$ cat config.mk
export PLATFORM = sky130hd
export DESIGN_NAME = leds_pattern_ctrl
export DESIGN_NICKNAME = d
export VERILOG_FILES = /design/src/rtl/leds_pattern_ctrl_pkg.sv /design/src/rtl/leds_pattern_ctrl_tick_gen.sv /design/src/rtl/leds_pattern_ctrl.sv
export SDC_FILE = /design/constraint.sdc
export NUM_CORES = 1
export LEC_CHECK = 0
export ABC_AREA = 1
export BUFFER_PORTS_ARGS = -buffer_cell sky130_fd_sc_hd__buf_4
export CORE_ASPECT_RATIO = 0.8
export CORE_MARGIN = 2
export CORE_UTILIZATION = 48
export CTS_CLUSTER_DIAMETER = 50
export DETAILED_ROUTE_END_ITERATION = 8
export PLACE_DENSITY = 0.74
export SLEW_MARGIN = 20
export SYNTH_ARGS = -nofsm -noshare
export SYNTH_HDL_FRONTEND = slang
export SYNTH_HIERARCHICAL = 1
export SYNTH_SLANG_ARGS = --single-unit
export TNS_END_PERCENT = 10
$ cat constraint.sdc
create_clock -name clk -period 1.28 [get_ports clk]
set_clock_uncertainty 0.1 [all_clocks]
set_input_delay 0.128 -clock clk [delete_from_list [all_inputs] [get_ports clk]]
set_output_delay 0.128 -clock clk [all_outputs]
set_load 0.005 [all_outputs]
$ cat src/rtl/leds_pattern_ctrl_pkg.sv
// rtl/leds_pattern_ctrl_pkg.sv - mode codes and shared types for the LED pattern controller
package leds_pattern_ctrl_pkg;

    // Mode codes shared by every block that decodes mode/mode_q
    typedef enum logic [1:0] {
        LED_MODE_DIRECT = 2'd0,
        LED_MODE_BLINK  = 2'd1,
        LED_MODE_PWM    = 2'd2,
        LED_MODE_SCROLL = 2'd3
    } led_mode_e;

    // Counter width for a modulo-n counter, never narrower than one bit
    function automatic int unsigned cnt_width(input int unsigned n);
        return (n > 1) ? $clog2(n) : 1;
    endfunction

endpackage

$ cat src/rtl/leds_pattern_ctrl_tick_gen.sv
// rtl/leds_pattern_ctrl_tick_gen.sv - prescaler producing a one-cycle tick every PRESCALE clocks
module led_tick_gen
    import leds_pattern_ctrl_pkg::*;
#(
    parameter int unsigned PRESCALE = 4
) (
    input  logic clk,
    input  logic rst_n,
    input  logic clr,
    output logic tick
);

    localparam int unsigned CW = cnt_width(PRESCALE);
    localparam logic [CW-1:0] LAST = CW'(PRESCALE - 1);

    logic [CW-1:0] cnt;

    // Count 0..PRESCALE-1; tick is registered so it lands the cycle after the wrap value; clr restarts the period
    always_ff @(posedge clk or negedge rst_n) begin
        if (!rst_n) begin
            cnt  <= '0;
            tick <= 1'b0;
        end else if (clr) begin
            cnt  <= '0;
            tick <= 1'b0;
        end else begin
            tick <= (cnt == LAST);
            cnt  <= (cnt == LAST) ? '0 : cnt + 1'b1;
        end
    end

endmodule

$ cat src/rtl/leds_pattern_ctrl.sv
// rtl/leds_pattern_ctrl.sv - registered LED driver with direct, blink, PWM and scroll modes
module leds_pattern_ctrl
    import leds_pattern_ctrl_pkg::*;
#(
    parameter int unsigned N_LEDS   = 8,
    parameter int unsigned PWM_BITS = 4,
    parameter int unsigned PRESCALE = 4
) (
    input  logic                clk,
    input  logic                rst_n,
    input  logic [N_LEDS-1:0]   in,
    input  logic [1:0]          mode,
    input  logic [PWM_BITS-1:0] duty,
    input  logic                scroll_dir,
    input  logic                load,
    output logic [N_LEDS-1:0]   out,
    output logic                tick
);

    logic [N_LEDS-1:0]   pat;
    led_mode_e           mode_q;
    logic [PWM_BITS-1:0] duty_q;
    logic [PWM_BITS-1:0] pwm_cnt;
    logic                blink_ph;
    logic                pwm_on;
    logic [N_LEDS-1:0]   out_next;
    logic [N_LEDS-1:0]   pat_rot;

    // Load restarts the prescaler so a new setting always begins on a full period
    led_tick_gen #(
        .PRESCALE(PRESCALE)
    ) u_tick_gen (
        .clk  (clk),
        .rst_n(rst_n),
        .clr  (load),
        .tick (tick)
    );

    // One-position wrapping rotation; left moves bit i to i+1
    always_comb begin
        pat_rot = pat;
        if (scroll_dir) begin
            pat_rot = {pat[0], pat[N_LEDS-1:1]};
        end else begin
            pat_rot = {pat[N_LEDS-2:0], pat[N_LEDS-1]};
        end
    end

    // Pattern/mode/duty latching, blink phase and scroll; load takes priority over a coincident tick
    always_ff @(posedge clk or negedge rst_n) begin
        if (!rst_n) begin
            pat      <= '0;
            mode_q   <= LED_MODE_DIRECT;
            duty_q   <= '0;
            blink_ph <= 1'b1;
        end else if (load) begin
            pat      <= in;
            mode_q   <= led_mode_e'(mode);
            duty_q   <= duty;
            blink_ph <= 1'b1;
        end else if (tick) begin
            blink_ph <= ~blink_ph;
            if (mode_q == LED_MODE_SCROLL) begin
                pat <= pat_rot;
            end
        end
    end

    // Free-running PWM counter, deliberately untouched by load so dimming phase is continuous
    always_ff @(posedge clk or negedge rst_n) begin
        if (!rst_n) begin
            pwm_cnt <= '0;
        end else begin
            pwm_cnt <= pwm_cnt + 1'b1;
        end
    end

    // All-ones duty forces always-on, since the counter can never exceed its own maximum
    always_comb begin
        pwm_on = (pwm_cnt < duty_q) | (&duty_q);
    end

    // Output selection from the current registered state
    always_comb begin
        out_next = pat;
        case (mode_q)
            LED_MODE_DIRECT: out_next = pat;
            LED_MODE_BLINK:  out_next = blink_ph ? pat : '0;
            LED_MODE_PWM:    out_next = pwm_on ? pat : '0;
            LED_MODE_SCROLL: out_next = pat;
            default:         out_next = pat;
        endcase
    end

    // Registered LED drive
    always_ff @(posedge clk or negedge rst_n) begin
        if (!rst_n) begin
            out <= '0;
        end else begin
            out <= out_next;
        end
    end

endmodule

# == Yosys cells after proc, flatten, opt, wreduce, memory -nomap -nowiden ==
# Cells that the tools add are included.
# classes
addsub,2
magnitude_cmp,1
eq_ne,4
n_mux,12
bitwise,2
n_reduce_logical,6
# ops
cell,n
8-bit two-way mux,6
8-bit one-hot mux with 3 select lines,1
"2-bit == test, second input constant",3
"4-bit by 1-bit adder with 4-bit output, second input constant",1
4-bit < comparator,1
2-bit two-way mux,2
4-bit AND reduction,1
2-bit nonzero test,2
1-bit two-way mux,3
"2-bit by 1-bit adder with 2-bit output, second input constant",1
"2-bit by 1-bit == test with 1-bit output, second input constant",1
2-bit zero test,1
2-bit AND reduction,1
2-bit OR reduction,1
1-bit inverter,1
1-bit OR,1
# totals
regBits,30
inputBits,18
out_inout_bits,9
elab_cells,35

# == Depth between registers and ports, before layout ==
# logic_depth
word_depth,4
mapped_depth,9
depth_no_buf,9

# == Hierarchy ==
# Netlist, hierarchy kept.
# modules_own_cells
module,n_inst,cells_per_inst,area_per_inst_um2,seq_area_each_um2
leds_pattern_ctrl,1,145,1292.5,676.9
led_tick_gen,1,11,116.4,75.1

# == Worst setup path after synthesis ==
# Ideal clock, no wire load.
# synth_path
kind,reg-to-reg
from,reg mode_q[0]
to,reg out[0]
setup_time_ns,0.136
arrival_ns,1.081
required_ns,1.044
slack_ns,-0.037
stages_incl_launch_ff,5
path_buffers,0
synth_period_minus_slack_ns,1.317
path_cell_list,dfrtp_1 inv_1 ha_1 nor2_1 a21oi_1
# synth_via
elab_chain_len,3
word_cells_on_any_way,6
classes_between,3 x eq/ne; 1 x mux; 2 x reduce/logical
# synth_lines
item,line,rtl
"start, declared",leds_pattern_ctrl.sv:21,led_mode_e mode_q;
"start signal, assigned",leds_pattern_ctrl.sv:58,mode_q <= led_mode_e'(mode);
2-bit == test / 2-bit zero test (equally long branches),leds_pattern_ctrl.sv:86,case (mode_q)
2-bit OR reduction (no source line),n/a,
8-bit one-hot mux with 3 select lines *,leds_pattern_ctrl.sv:86,
net out_next[0],leds_pattern_ctrl.sv:26,logic [N_LEDS-1:0] out_next;
"end signal, assigned",leds_pattern_ctrl.sv:100,out <= out_next;
"end, declared",leds_pattern_ctrl.sv:16,"output logic [N_LEDS-1:0] out,"
# The timed path passes the listed nets; every way through them passes the cells marked *.
# A chain may end at the register's enable or synchronous reset.

# == Worst setup path in the final report ==
# layout_path
from,reg pwm_cnt[3]
to,reg out[4]
# layout_via
elab_chain_len,4
# layout_lines
item,line,rtl
"start, declared",leds_pattern_ctrl.sv:23,logic [PWM_BITS-1:0] pwm_cnt;
"start signal, assigned",leds_pattern_ctrl.sv:74,pwm_cnt <= pwm_cnt + 1'b1;
4-bit < comparator,leds_pattern_ctrl.sv:80,pwm_on = (pwm_cnt < duty_q) | (&duty_q);
1-bit OR,leds_pattern_ctrl.sv:80,
8-bit two-way mux,leds_pattern_ctrl.sv:89,LED_MODE_PWM: out_next = pwm_on ? pat : '0;
8-bit one-hot mux with 3 select lines,leds_pattern_ctrl.sv:86,
net out_next[4],leds_pattern_ctrl.sv:26,
# The timed path passes the listed nets, and every way through them passes these cells.

==> metrics <==
DRT Pass-1 Iters 4; met3 usage 0.06667; failing checks setup timing; final cycle utilization of the critical path 1.119; status complete, but fails checks; Synth Register Bits 30; Sink Count 30; Synth Net Count 182; hold depth 3; Bufs on Longest Clock Path 2; worst relative slew slack 0.7410; Crit. Startpoint pwm_cnt[3]; warning count from the yosys run 6; vias in the first global route 1228; f_max 698.0 MHz; capture point of the worst path out[4]; CTS HTree Levels 2; R2R cell count 8; Slew @ Worst Pin 0.3879 ns; final hold vios 0; Setup WS post-layout -0.1527 ns; Required @ worst endpoint 1.35 ns; delay of the slowest critical-path stage 0.44 ns; Routed Antenna Nets 0; static leakage 0.001020 uW; vias 1274; Seq pwr share 0.468; Final Net Count 236; GRT Total Usage 0.2325; clk_lat worst skew 0.29 ns; gr ovfl total 0; Critical Path Start Type flop; Power Internal 1718 uW; Crit Reg-Reg Startpoint pwm_cnt[3]; Slew Viols, Final 0; layer with the highest usage met2; Starting DRT DRC Count 58; total negative slack -1.145 ns; mean post-synth cell area 9.031 um^2; die area 3387 um^2; Sw Ratio 0.2811; Worst setup EP type flop; R2R Path End out[4]; clock slew at reported path FFs 0.07 ns; Power Density 1186 nW/um^2; Gate power share 0.196; DIE WIDTH 64.57 um; core area 2786 um^2; GP Congestion 0.8292; hold_ws 0.005160 ns; drt total wl 3309 um; port buffer count 26; post-DP HPWL 2187 um; MaxCap Viol Count 0; min-delay worst type input pin to flop; Peak supply drop 0.6509 mV; Syn-to-layout area delta 42.98%; slowest CP cell dfrtp_2; worst hold start in[6]; drc violations 0; crit-path max FO 8; GR met2 Demand/Resource 0.3715; vias per cell 5.116; initial antenna violation count 0; Final min period 1.433 ns; Post-DP Area 1710 um^2; clock share of power 0.335; RSZ-0062 raised after global routing yes; final setup violation count 8; Netlist cell types 21; post-route design area 2014 um^2; root buf cell clkbuf_8; row cnt 17; GR Layer Usage met1 0.2889; Worst R2R Setup Slack -0.15 ns; first-pass GRT wire length 5637 um; share of layout cells above drive strength 1 0.3270; CTS tree done; initial core utilization 0.5056; CTS buffer count 5; die height 52.46 um; Mapped Cells 156; # IOs 27; cells along the critical path ha_4, nand2_2, inv_2, nand2_1, nand2_1, nand2_2, nand2_4, a21oi_1; Psw 671.7 uW; Worst EP arrival 1.50 ns; sequential-to-total area share from yosys stat 0.5337; WL/cell 13.29 um; Setup WS pre-CTS -0.1438 ns; crit path kind flop to flop; largest net degree at the start of global routing 31; ant diodes 0; netlist area before placement 1409 um^2
[placed cells by master, fill, tap and decap left out, drive strengths merged]
master | synthesis | layout
dfstp | 1 | 1
nand4 | 1 | 1
nand2 | 52 | 52
clkinvlp | 0 | 1
xnor2 | 1 | 1
nand3 | 17 | 17
dlygate4sd3 | 0 | 14
clkinv | 1 | 2
a21oi | 10 | 10
ha | 8 | 8
o21ai | 6 | 6
xor2 | 1 | 1
inv | 13 | 13
clkbuf | 0 | 6
dfrtp | 29 | 29
nor2 | 4 | 4
o211ai | 8 | 8
buf | 4 | 37
[logic make-up after synthesis]
group / Yosys count / share of synthesized area
buffers and inverters: 18 / 0.05595
AO/OA/AOI/OAI: 24 / 0.1021
AND/OR/NAND/NOR: 74 / 0.2247
adder cells (fa/ha/maj): 8 / 0.07105
flip-flops: 30 / 0.5338
XOR/XNOR: 2 / 0.01244
[cells in the mapped netlist]
| cell type | instances | area share |
|---|---|---|
| dfrtp_1 | 29 | 0.52 |
| buf_6 | 1 | 0.0080 |
| xnor2_1 | 1 | 0.0062 |
| o211ai_1 | 8 | 0.043 |
| nand2_2 | 2 | 0.0089 |
| clkinv_1 | 1 | 0.0027 |
| nand4_1 | 1 | 0.0044 |
| buf_2 | 3 | 0.011 |
| inv_1 | 10 | 0.027 |
| nand3_1 | 17 | 0.060 |
| nand2_1 | 49 | 0.13 |
| inv_2 | 3 | 0.0080 |
| nand2_4 | 1 | 0.0080 |
| nor2_2 | 1 | 0.0044 |
| a21oi_1 | 9 | 0.032 |
| ha_1 | 8 | 0.071 |
| xor2_1 | 1 | 0.0062 |
| dfstp_2 | 1 | 0.019 |
| o21ai_0 | 6 | 0.021 |
| nor2_1 | 3 | 0.0080 |
| a21oi_2 | 1 | 0.0062 |
[stage by stage]
stage	util	std cells	power (uW)
2_1_floorplan	-	156	1326
5_1_grt	0.7229	249	2517
3_5_place_dp	0.6138	227	1528
4_1_cts	0.7162	249	2384
6_report	0.7229	249	2390
3_3_place_gp	0.6138	227	1507
[sequential cells by signal, summed over array words and instances, names as in the netlist]
name / cells
u_tick_gen/tick: 1
out: 8
duty_q: 4
mode_q: 2
pat: 8
u_tick_gen/cnt: 2
pwm_cnt: 4
blink_ph: 1
[worst min-delay path by stage]
| stage | to | slack, ns |
|---|---|---|
| 3_5_place_dp | pwm_cnt[3] | -0.03 |
| 2_1_floorplan | duty_q[0] | -0.27 |
| 4_1_cts | pat[6] | 0.007 |
| 6_report | pat[6] | 0.005 |
| 5_1_grt | pat[6] | 0.02 |
| 3_3_place_gp | pwm_cnt[0] | -0.03 |
[critical path, delay by kind of cell (launching register included)]
kind | cells | cell delay (ns)
flops | 1 | 0.44
fa+ha+maj | 1 | 0.29
compound gates | 1 | 0.08
simple gates | 5 | 0.36
buf+inv | 1 | 0.04
[timing repair]
action,in CTS,in global routing
gates cloned,0,0
pin swaps,0,5
endpoints found under the setup margin,9,16
endpoints found under the hold margin,43,0
hold buffers,14,0
buffers inserted,0,0
resized for setup,10,6
[metal layers]
metal,share of wire,routed length (um)
met3,0.081,267
met5,0,0
met2,0.49,1606
met4,0.023,76
met1,0.41,1358
[power groups by stage]
stage | clock (uW) | combinational [uW] | sequential, uW
finish | 801 | 469 | 1120
global route | 859 | 527 | 1130
CTS | 804 | 463 | 1120
detailed placement | 0 | 395 | 1130
global placement | 0 | 378 | 1130
floorplan | 0 | 204 | 1120
[cell type report]
type	instances	area, um^2
fill	202	772.0
sequential	30	753.2
multi-input combinational	108	648.1
timing repair buffer	51	417.9
clock buffer	6	82.58
inverter	14	52.55
tap	38	47.55
clock inverter	2	12.51
Note: power is estimated with default switching activity, not from simulation.
